===== config.mk =====
export PLATFORM = sky130hd
export DESIGN_NAME = wts_timer_source
export DESIGN_NICKNAME = d
export VERILOG_FILES = /design/src/rtl/wts_timer_source_pkg.sv /design/src/rtl/wts_timer_prescaler.sv /design/src/rtl/wts_timer_source.sv
export SDC_FILE = /design/constraint.sdc
export NUM_CORES = 1
export LEC_CHECK = 0
export ABC_AREA = 1
export ABC_CLOCK_PERIOD_IN_PS = 6920
export BUFFER_PORTS_ARGS = -buffer_cell sky130_fd_sc_hd__buf_2
export CORE_MARGIN = 5
export CORE_UTILIZATION = 55
export CTS_CLUSTER_SIZE = 40
export DETAILED_ROUTE_END_ITERATION = 12
export GPL_ROUTABILITY_DRIVEN = 1
export PLACE_DENSITY = 0.75
export SKIP_CTS_REPAIR_TIMING = 1
export SLEW_MARGIN = 20
export SYNTH_ARGS = -nofsm -noshare
export SYNTH_HDL_FRONTEND = slang
export SYNTH_SLANG_ARGS = --single-unit

===== constraint.sdc =====
create_clock -name clk -period 6.92 [get_ports clk]
set_clock_uncertainty 0.15 [all_clocks]
set_input_delay 0.692 -clock clk [delete_from_list [all_inputs] [get_ports clk]]
set_output_delay 0.692 -clock clk [all_outputs]
set_load 0.03 [all_outputs]

===== src/rtl/wts_timer_source_pkg.sv =====
// wts_timer_source_pkg: event address codes and default widths shared by the WTS timer,
// interrupt/status block and register file.
package wts_timer_source_pkg;
  localparam int WTS_PERIOD_W_DEF = 16;
  localparam int WTS_PRESCALE_W_DEF = 8;
  typedef logic [1:0] wts_tadr_t;
  localparam wts_tadr_t WTS_TADR_Q1 = 2'd0;
  localparam wts_tadr_t WTS_TADR_Q2 = 2'd1;
  localparam wts_tadr_t WTS_TADR_Q3 = 2'd2;
  localparam wts_tadr_t WTS_TADR_WRAP = 2'd3;
endpackage


===== src/rtl/wts_timer_prescaler.sv =====
// wts_timer_prescaler: divides clk into ticks every reg_prescale+1 clocks while running.
// reg_prescale is compared live, so a change applies at the next compare.
module wts_timer_prescaler
  import wts_timer_source_pkg::*;
#(
  parameter int PRESCALE_W = WTS_PRESCALE_W_DEF
) (
  input  logic                  clk,
  input  logic                  nreset,
  input  logic                  running,
  input  logic                  clear,
  input  logic [PRESCALE_W-1:0] reg_prescale,
  output logic                  tick
);
  logic [PRESCALE_W-1:0] pre;
  assign tick = running && pre == reg_prescale;
  always_ff @(posedge clk)
    if (!nreset || clear) pre <= '0;
    else if (running) pre <= tick ? '0 : pre + 1'b1;
endmodule


===== src/rtl/wts_timer_source.sv =====
// wts_timer_source: prescaled period timer emitting quarter-point and wrap trigger events.
// Define WTS_TIMER_ONESHOT_EN to add reg_oneshot (stop after the first wrap event).
module wts_timer_source
  import wts_timer_source_pkg::*;
#(
  parameter int PERIOD_W   = WTS_PERIOD_W_DEF,
  parameter int PRESCALE_W = WTS_PRESCALE_W_DEF
) (
  input  logic                  clk,
  input  logic                  nreset,
  input  logic [PERIOD_W-1:0]   reg_period,
  input  logic [PRESCALE_W-1:0] reg_prescale,
  input  logic [3:0]            reg_mask,
  input  logic                  reg_start,
  input  logic                  reg_stop,
`ifdef WTS_TIMER_ONESHOT_EN
  input  logic                  reg_oneshot,
`endif
  output logic                  timer_trigger,
  output logic [1:0]            timer_address,
  output logic                  timer_running,
  output logic [PERIOD_W-1:0]   timer_count
);
  localparam logic [PERIOD_W+1:0] ONE = {{(PERIOD_W+1){1'b0}}, 1'b1};
  logic [PERIOD_W-1:0] shadow, q;
  logic [PERIOD_W+1:0] c_ext, q_ext, q1, q2, q3;
  logic tick, start, wrap, q_hit, ev_hit;
  wts_tadr_t ev_addr;
  assign start = reg_start && !reg_stop;
  wts_timer_prescaler #(.PRESCALE_W(PRESCALE_W)) u_pre (
    .clk(clk),
    .nreset(nreset),
    .running(timer_running && !reg_stop),
    .clear(start),
    .reg_prescale(reg_prescale),
    .tick(tick)
  );
  // Quarter points are computed two bits wider so 3q-1 cannot overflow.
  always_comb begin
    c_ext = {2'b00, timer_count};
    q_ext = {2'b00, q};
    q1 = q_ext - ONE;
    q2 = (q_ext << 1) - ONE;
    q3 = q_ext + (q_ext << 1) - ONE;
    wrap = timer_count == shadow;
    q_hit = q != '0 && (c_ext == q1 || c_ext == q2 || c_ext == q3);
    ev_hit = wrap || q_hit;
    ev_addr = wrap ? WTS_TADR_WRAP : c_ext == q1 ? WTS_TADR_Q1 : c_ext == q2 ? WTS_TADR_Q2 : WTS_TADR_Q3;
  end
  always_ff @(posedge clk)
    if (!nreset) begin
      timer_trigger <= 1'b0;
      timer_address <= 2'd0;
      timer_running <= 1'b0;
      timer_count <= '0;
      shadow <= '0;
      q <= '0;
    end else begin
      timer_trigger <= 1'b0;
      if (reg_stop) timer_running <= 1'b0;
      else if (start) begin
        timer_running <= 1'b1;
        timer_count <= '0;
        shadow <= reg_period;
        q <= reg_period >> 2;
      end else if (tick) begin
        timer_count <= wrap ? '0 : timer_count + 1'b1;
        if (wrap) begin
          shadow <= reg_period;
          q <= reg_period >> 2;
        end
        if (ev_hit && reg_mask[ev_addr]) begin
          timer_trigger <= 1'b1;
          timer_address <= ev_addr;
        end
`ifdef WTS_TIMER_ONESHOT_EN
        if (wrap && reg_oneshot) timer_running <= 1'b0;
`endif
      end
    end
endmodule


# After elaboration in Yosys (flattened, before gate mapping)

Index checks and enable logic that the tools add are counted.

Flip-flop bits (word level): 60
Word-level logic and storage cells: 58
Bits of input ports: 32
Output and inout bits: 20

$add $sub $neg: 6
Mux-type cells: 16
$lt $le $gt $ge: 1
Reductions and logical operators: 19
Bitwise logic cells: 4
Equality and inequality tests: 5

Operator list:

| operator                                                              | number |
|---|---|
| 16-bit 2-to-1 mux                                                     | 9 |
| 16-bit by 18-bit equality test with 1-bit output                      | 3 |
| 16-bit by 17-bit adder with 18-bit output                             | 1 |
| 17-bit by 1-bit subtractor with 18-bit output (second input constant) | 1 |
| 18-bit by 1-bit subtractor with 18-bit output (second input constant) | 1 |
| 16-bit by 1-bit subtractor with 17-bit output (second input constant) | 1 |
| 16-bit by 1-bit adder with 16-bit output (second input constant)      | 1 |
| 16-bit equality test                                                  | 1 |
| 16-bit nonzero test                                                   | 1 |
| 8-bit by 1-bit adder with 8-bit output (second input constant)        | 1 |
| 8-bit equality test                                                   | 1 |
| 8-bit 2-to-1 mux                                                      | 1 |
| 2-bit 2-to-1 mux                                                      | 3 |
| 1-bit logical AND                                                     | 5 |
| 1-bit logical OR                                                      | 4 |
| 1-bit inverter                                                        | 4 |
| 4-bit AND reduction                                                   | 1 |
| 2-bit nonzero test                                                    | 2 |
| 4-bit OR reduction                                                    | 1 |
| 2-bit by 3-bit < comparator with 1-bit output (second input constant) | 1 |
| 3-bit AND reduction                                                   | 1 |
| 1-bit binary-select mux with 2-bit select                             | 1 |
| 1-bit logical NOT                                                     | 2 |
| 1-bit 2-to-1 mux                                                      | 2 |
| 2 further kinds                                                       | 2 |

# Logic depth before layout (Yosys ltp)

Depth in word-level cells: 9
Depth in mapped cells: 26

# By module

Synthesis repeated with hierarchy kept, for this count alone.

Cell total of the unflattened synthesis: 912
Area, all modules: 5200.0 um2

Modules (own cells, without submodules):

| module              | instances | cells each | area an instance (um2) |
|---|---|---|---|
| wts_timer_source    | 1         | 810        | 4615.7 |
| wts_timer_prescaler | 1         | 102        | 584.3 |

# Worst setup path after synthesis

OpenSTA, ideal clock, no wires.

Kind: register to register
From: reg shadow[14]
To: reg timer_address[0]
Data arrival time: 2.546 ns
Data required time: 6.706 ns
Cell stages (with the launch flop): 22
Period minus slack after synthesis: 2.760 ns
Setup slack: 4.160 ns
Setup time: 0.064 ns
Cell sequence: dfxtp_1 -> inv_1 -> ha_1 -> inv_1 -> fa_1 -> inv_1 -> nor3_1 -> and2_1 -> nand2_1 -> nand2_1 -> nand2_1 -> nand2_1 -> nand2_1 -> nor2_1 -> nand4_1 -> nand3_1 -> nand2_1 -> nand2_1 -> nand3_2 -> nand2_1 -> inv_1 -> nor2_1

Cells in the longest elaborated chain, start to end: 6
Elaborated cells between the ends (all ways): 7
Those cells by class: eq/ne: 1; mux: 3; reduce/logical: 3

RTL lines:

| element                                   | line                   | text |
|---|---|---|
| from (decl)                               | wts_timer_source.sv:25 | `logic [PERIOD_W-1:0] shadow, q;` |
| from (signal assigned)                    | wts_timer_source.sv:64 | `shadow <= reg_period;` |
| from (signal assigned)                    | wts_timer_source.sv:69 | `shadow <= reg_period;` |
| 16-bit equality test (*)                  | wts_timer_source.sv:45 | `wrap = timer_count == shadow;` |
| 2-bit 2-to-1 mux                          | wts_timer_source.sv:48 | `ev_addr = wrap ? WTS_TADR_WRAP : c_ext == q1 ? WTS_TADR_Q1 : c_ext == q2 ? WTS_TADR_Q2 : WTS_TADR_Q3;` |
| 1-bit binary-select mux with 2-bit select | wts_timer_source.sv:72 | `if (ev_hit && reg_mask[ev_addr]) begin` |
| 1-bit 2-to-1 mux (implied by the code)    | wts_timer_source.sv:72 |  |
| 1-bit logical AND                         | wts_timer_source.sv:72 |  |
| 4-bit AND reduction (no line)             | -                      |  |
| to (signal assigned)                      | wts_timer_source.sv:74 | `timer_address <= ev_addr;` |
| to (decl)                                 | wts_timer_source.sv:20 | `output logic [1:0] timer_address,` |

Mark *: on every way between the ends. The rest lies on a longest branch, timed or not. The select of a mux whose other input is x is not followed.
A chain may end at the register's enable or synchronous reset.

# Worst setup path in the final report

From: reg timer_count[7]
To: reg timer_count[15]

Cells in the longest elaborated chain, start to end: 4
Elaborated cells between the ends (all ways): 5
Those cells by class: add/sub: 1; eq/ne: 1; mux: 3

RTL lines:

| element                                                                          | line                                           | text |
|---|---|---|
| from (decl)                                                                      | wts_timer_source.sv:22                         | `output logic [PERIOD_W-1:0] timer_count` |
| from (signal assigned)                                                           | wts_timer_source.sv:67                         | `timer_count <= wrap ? '0 : timer_count + 1'b1;` |
| 16-bit by 1-bit adder with 16-bit output or 16-bit equality test (tied branches) | wts_timer_source.sv:67, wts_timer_source.sv:45 |  |
| 16-bit 2-to-1 mux (*)                                                            | wts_timer_source.sv:67                         |  |
| 16-bit 2-to-1 mux (*)                                                            | wts_timer_source.sv:66                         | `end else if (tick) begin` |
| 16-bit 2-to-1 mux (*)                                                            | wts_timer_source.sv:61                         | `else if (start) begin` |

Marks and branches as above.

==> impl_metrics.json <==
{
  "ant_nets": 0,
  "maxCapViolations": 0,
  "cp_common_cell": "nand2_1",
  "grt_pass1_vias": 5054,
  "setup_violations": 0,
  "leakagePower_nw": 2.90,
  "synth_nets": 949,
  "fmax_ghz": 0.301,
  "synth_top_family_by_area": "simple AND/OR/NAND/NOR gates",
  "drc": 0,
  "postLayoutCoreUtil": 0.601,
  "grt_overflow": 0,
  "reg2reg_depth": 11,
  "min_path_type": "flip-flop to flip-flop",
  "yosys_warnings": 0,
  "cpLargestDelayFamily": "simple AND/OR/NAND/NOR gates",
  "dp_hpwl_um": 11700,
  "dp_slack_ps": 3620,
  "path_max_fanout": 31,
  "dpl_cell_area_sq_um": 5420,
  "port_buffers": 51,
  "finalCritPeriodShare": 0.481,
  "max_stage_delay_ps": 690,
  "layout-drive-gt1-share": 0.103,
  "end_kind": "flip-flop",
  "htreeDepth": 2,
  "clockBufferDepth": 2,
  "num_antenna_cells": 0,
  "relSlewSlack": 0.379,
  "fp.dieArea_sq_um": 11400,
  "hold_violations": 0,
  "cpMaxStageDelayCell": "dfxtp_1",
  "ios": 52,
  "grt_max_degree": 32,
  "track_usage": 0.257,
  "synth_simple_gate_area_frac": 0.438,
  "cts_tree": "done",
  "synth_edf_count": 0,
  "crit_path_cell_trace": "xnor2_1 > nand4_1 > nor2_1 > nand2_1 > nand2_1 > nand2_1 > inv_1 > nor2_2 > inv_1 > a21oi_1 > o21a_1",
  "synth.area.top_cells": "nand2_1 18%, dfxtp_1 17%, inv_1 11%, ha_1 10%, nand3_1 8.3%",
  "worstSetupStartpointType": "flip-flop",
  "ir_drop_mv": 0.114,
  "cellPowerDensity_nw_per_um2": 267,
  "yosys_register_bits": 44,
  "antenna_found_initial": 0,
  "clk_pin_slew_worst_paths_ps": 80,
  "fin_area_sq_um": 5530,
  "status": "completed",
  "gp_congestion": 0.938,
  "fill_cells": 974,
  "hold_depth": 2,
  "cts_buffers": 5,
  "via_per_inst": 5.40,
  "synth.distinct_cells": 38,
  "required_ps": 7020,
  "rows": 35,
  "die_x_um": 107,
  "coreArea_sq_um": 9200,
  "path_class": "flip-flop to flip-flop",
  "slew_viol_final": 0,
  "clk_latency_ps": 310,
  "tightest_slew_ps": 930,
  "wl_um": 14100,
  "synth_top_cell_by_area": "nand2_1",
  "finish.net_count": 987,
  "vias": 5532,
  "holdWs_ps": 351,
  "synthFlopType": "dfxtp_1",
  "routedWlPerCell_um": 13.8,
  "synth.area.mux_share": 0,
  "cp.arrival_ps": 3430,
  "grt_pass1_wl_um": 23800,
  "crit_cells": 11,
  "rsz0062_at_grt": "false",
  "synthAdderAreaFrac": 0.106,
  "syn_inst": 874,
  "tns_ps": 0,
  "netlist.area_leader.share": 0.183,
  "synthArstFlopShare": 0,
  "clockRootBuffer": "clkbuf_8",
  "avgSynthCellArea_sq_um": 5.88,
  "critPathBufInv": 2,
  "final.setup.worst_slack_ps": 3590,
  "synth_xor_area_frac": 0.0716,
  "clock_sinks": 44,
  "start_util": 0.559,
  "firstDrtPassIters": 5,
  "yosysSeqAreaShare": 0.171,
  "synth-compound-area-share": 0.0808,
  "first_iter_violations": 403,
  "die_h_um": 107,
  "period_needed_ps": 3330,
  "syn-cell-area_sq_um": 5140,
  "area_growth_pct": 7.62
}
## path summary, 6_finish.rpt
path,endpoint,slack [ps],from
setup / recovery,timer_count[15]$_SDFFE_PN0P_,3590,timer_count[7]$_SDFFE_PN0P_
hold / removal,timer_running$_SDFFE_PP0P_,350,timer_running$_SDFFE_PP0P_
setup reg to reg,timer_count[15]$_SDFFE_PN0P_,3590,timer_count[7]$_SDFFE_PN0P_
hold reg to reg,timer_running$_SDFFE_PP0P_,350,timer_running$_SDFFE_PP0P_
## layer usage
metal  vias up  global-route usage  part of all wire
met3        24              0.0439             0.080
met1      2476               0.361              0.48
met5         -                   0                 0
li1       2834                   -                 -
met4         0              0.0658             0.020
met2       198               0.406              0.42
## kinds of logic (layout without fill, tap and decap cells)
kind of cell,Yosys count,count (layout)
adder cells (fa/ha/maj),43,43
AND/OR/NAND/NOR,496,496
buffers and inverters,171,210
XOR/XNOR,42,42
flip-flops,44,44
AO/OA/AOI/OAI,78,78
## cell type report
cell class | count | area, sq um | share of cell area
Tap cell | 111 | 139 | 0.0251
Timing Repair Buffer | 51 | 255 | 0.0462
Sequential cell | 44 | 881 | 0.159
Inverter | 151 | 567 | 0.102
Multi-Input combinational cell | 659 | 3580 | 0.648
Clock buffer | 6 | 72.6 | 0.0131
Clock inverter | 2 | 35.0 | 0.00633
## cell usage in the layout (no fill, tap or decap), drive strengths merged, types with 19 or more instances in the layout
cell,instances
xnor2,26
inv,151
nor2,77
a21oi,40
dfxtp,44
nand2,264
buf,51
nor3,19
ha,42
nand4,25
nand3,93
o21ai,29
## through the flow
stage / std cells / power [mW]
finish: 1024 / 1.47
global route: 1024 / 1.64
CTS: 1024 / 1.46
detailed placement: 1016 / 1.26
global placement: 1016 / 1.25
floorplan: 874 / 1.06
## power by group
group          switching (mW)  leakage [nW]  total, mW  internal, mW
Combinational           0.660          2.49      0.992         0.332
Clock                  0.0968        0.0552      0.204         0.107
Sequential             0.0139         0.356      0.278         0.264
## state kept, by name (all words and copies together) (netlist names)
| register | cells |
|---|---|
| timer_count | 16 |
| shadow | 15 |
| u_pre.pre | 8 |
| timer_address | 2 |
| q | 1 |
| timer_running | 1 |
| timer_trigger | 1 |
## worst min-delay path, cell delays in order (launching register included)
cell,delay [ps]
dfxtp_1,310
inv_1,80
a211oi_1,70
## cell usage after synthesis (3+ instances only)
library cell  instances
a21oi_1              39
and2_1                6
buf_2                 9
buf_6                 3
clkbuf_1              6
dfxtp_1              44
ha_1                 42
inv_1               149
nand2_1             251
nand2_2              12
nand3_1              85
nand3_2               8
nand3b_1              7
nand4_1              24
nor2_1               68
nor2_2                7
nor3_1               18
nor3b_1               3
o21ai_0              28
o22ai_1               3
xnor2_1              26
xor2_1               16
Note: power is estimated with default switching activity, not from simulation.
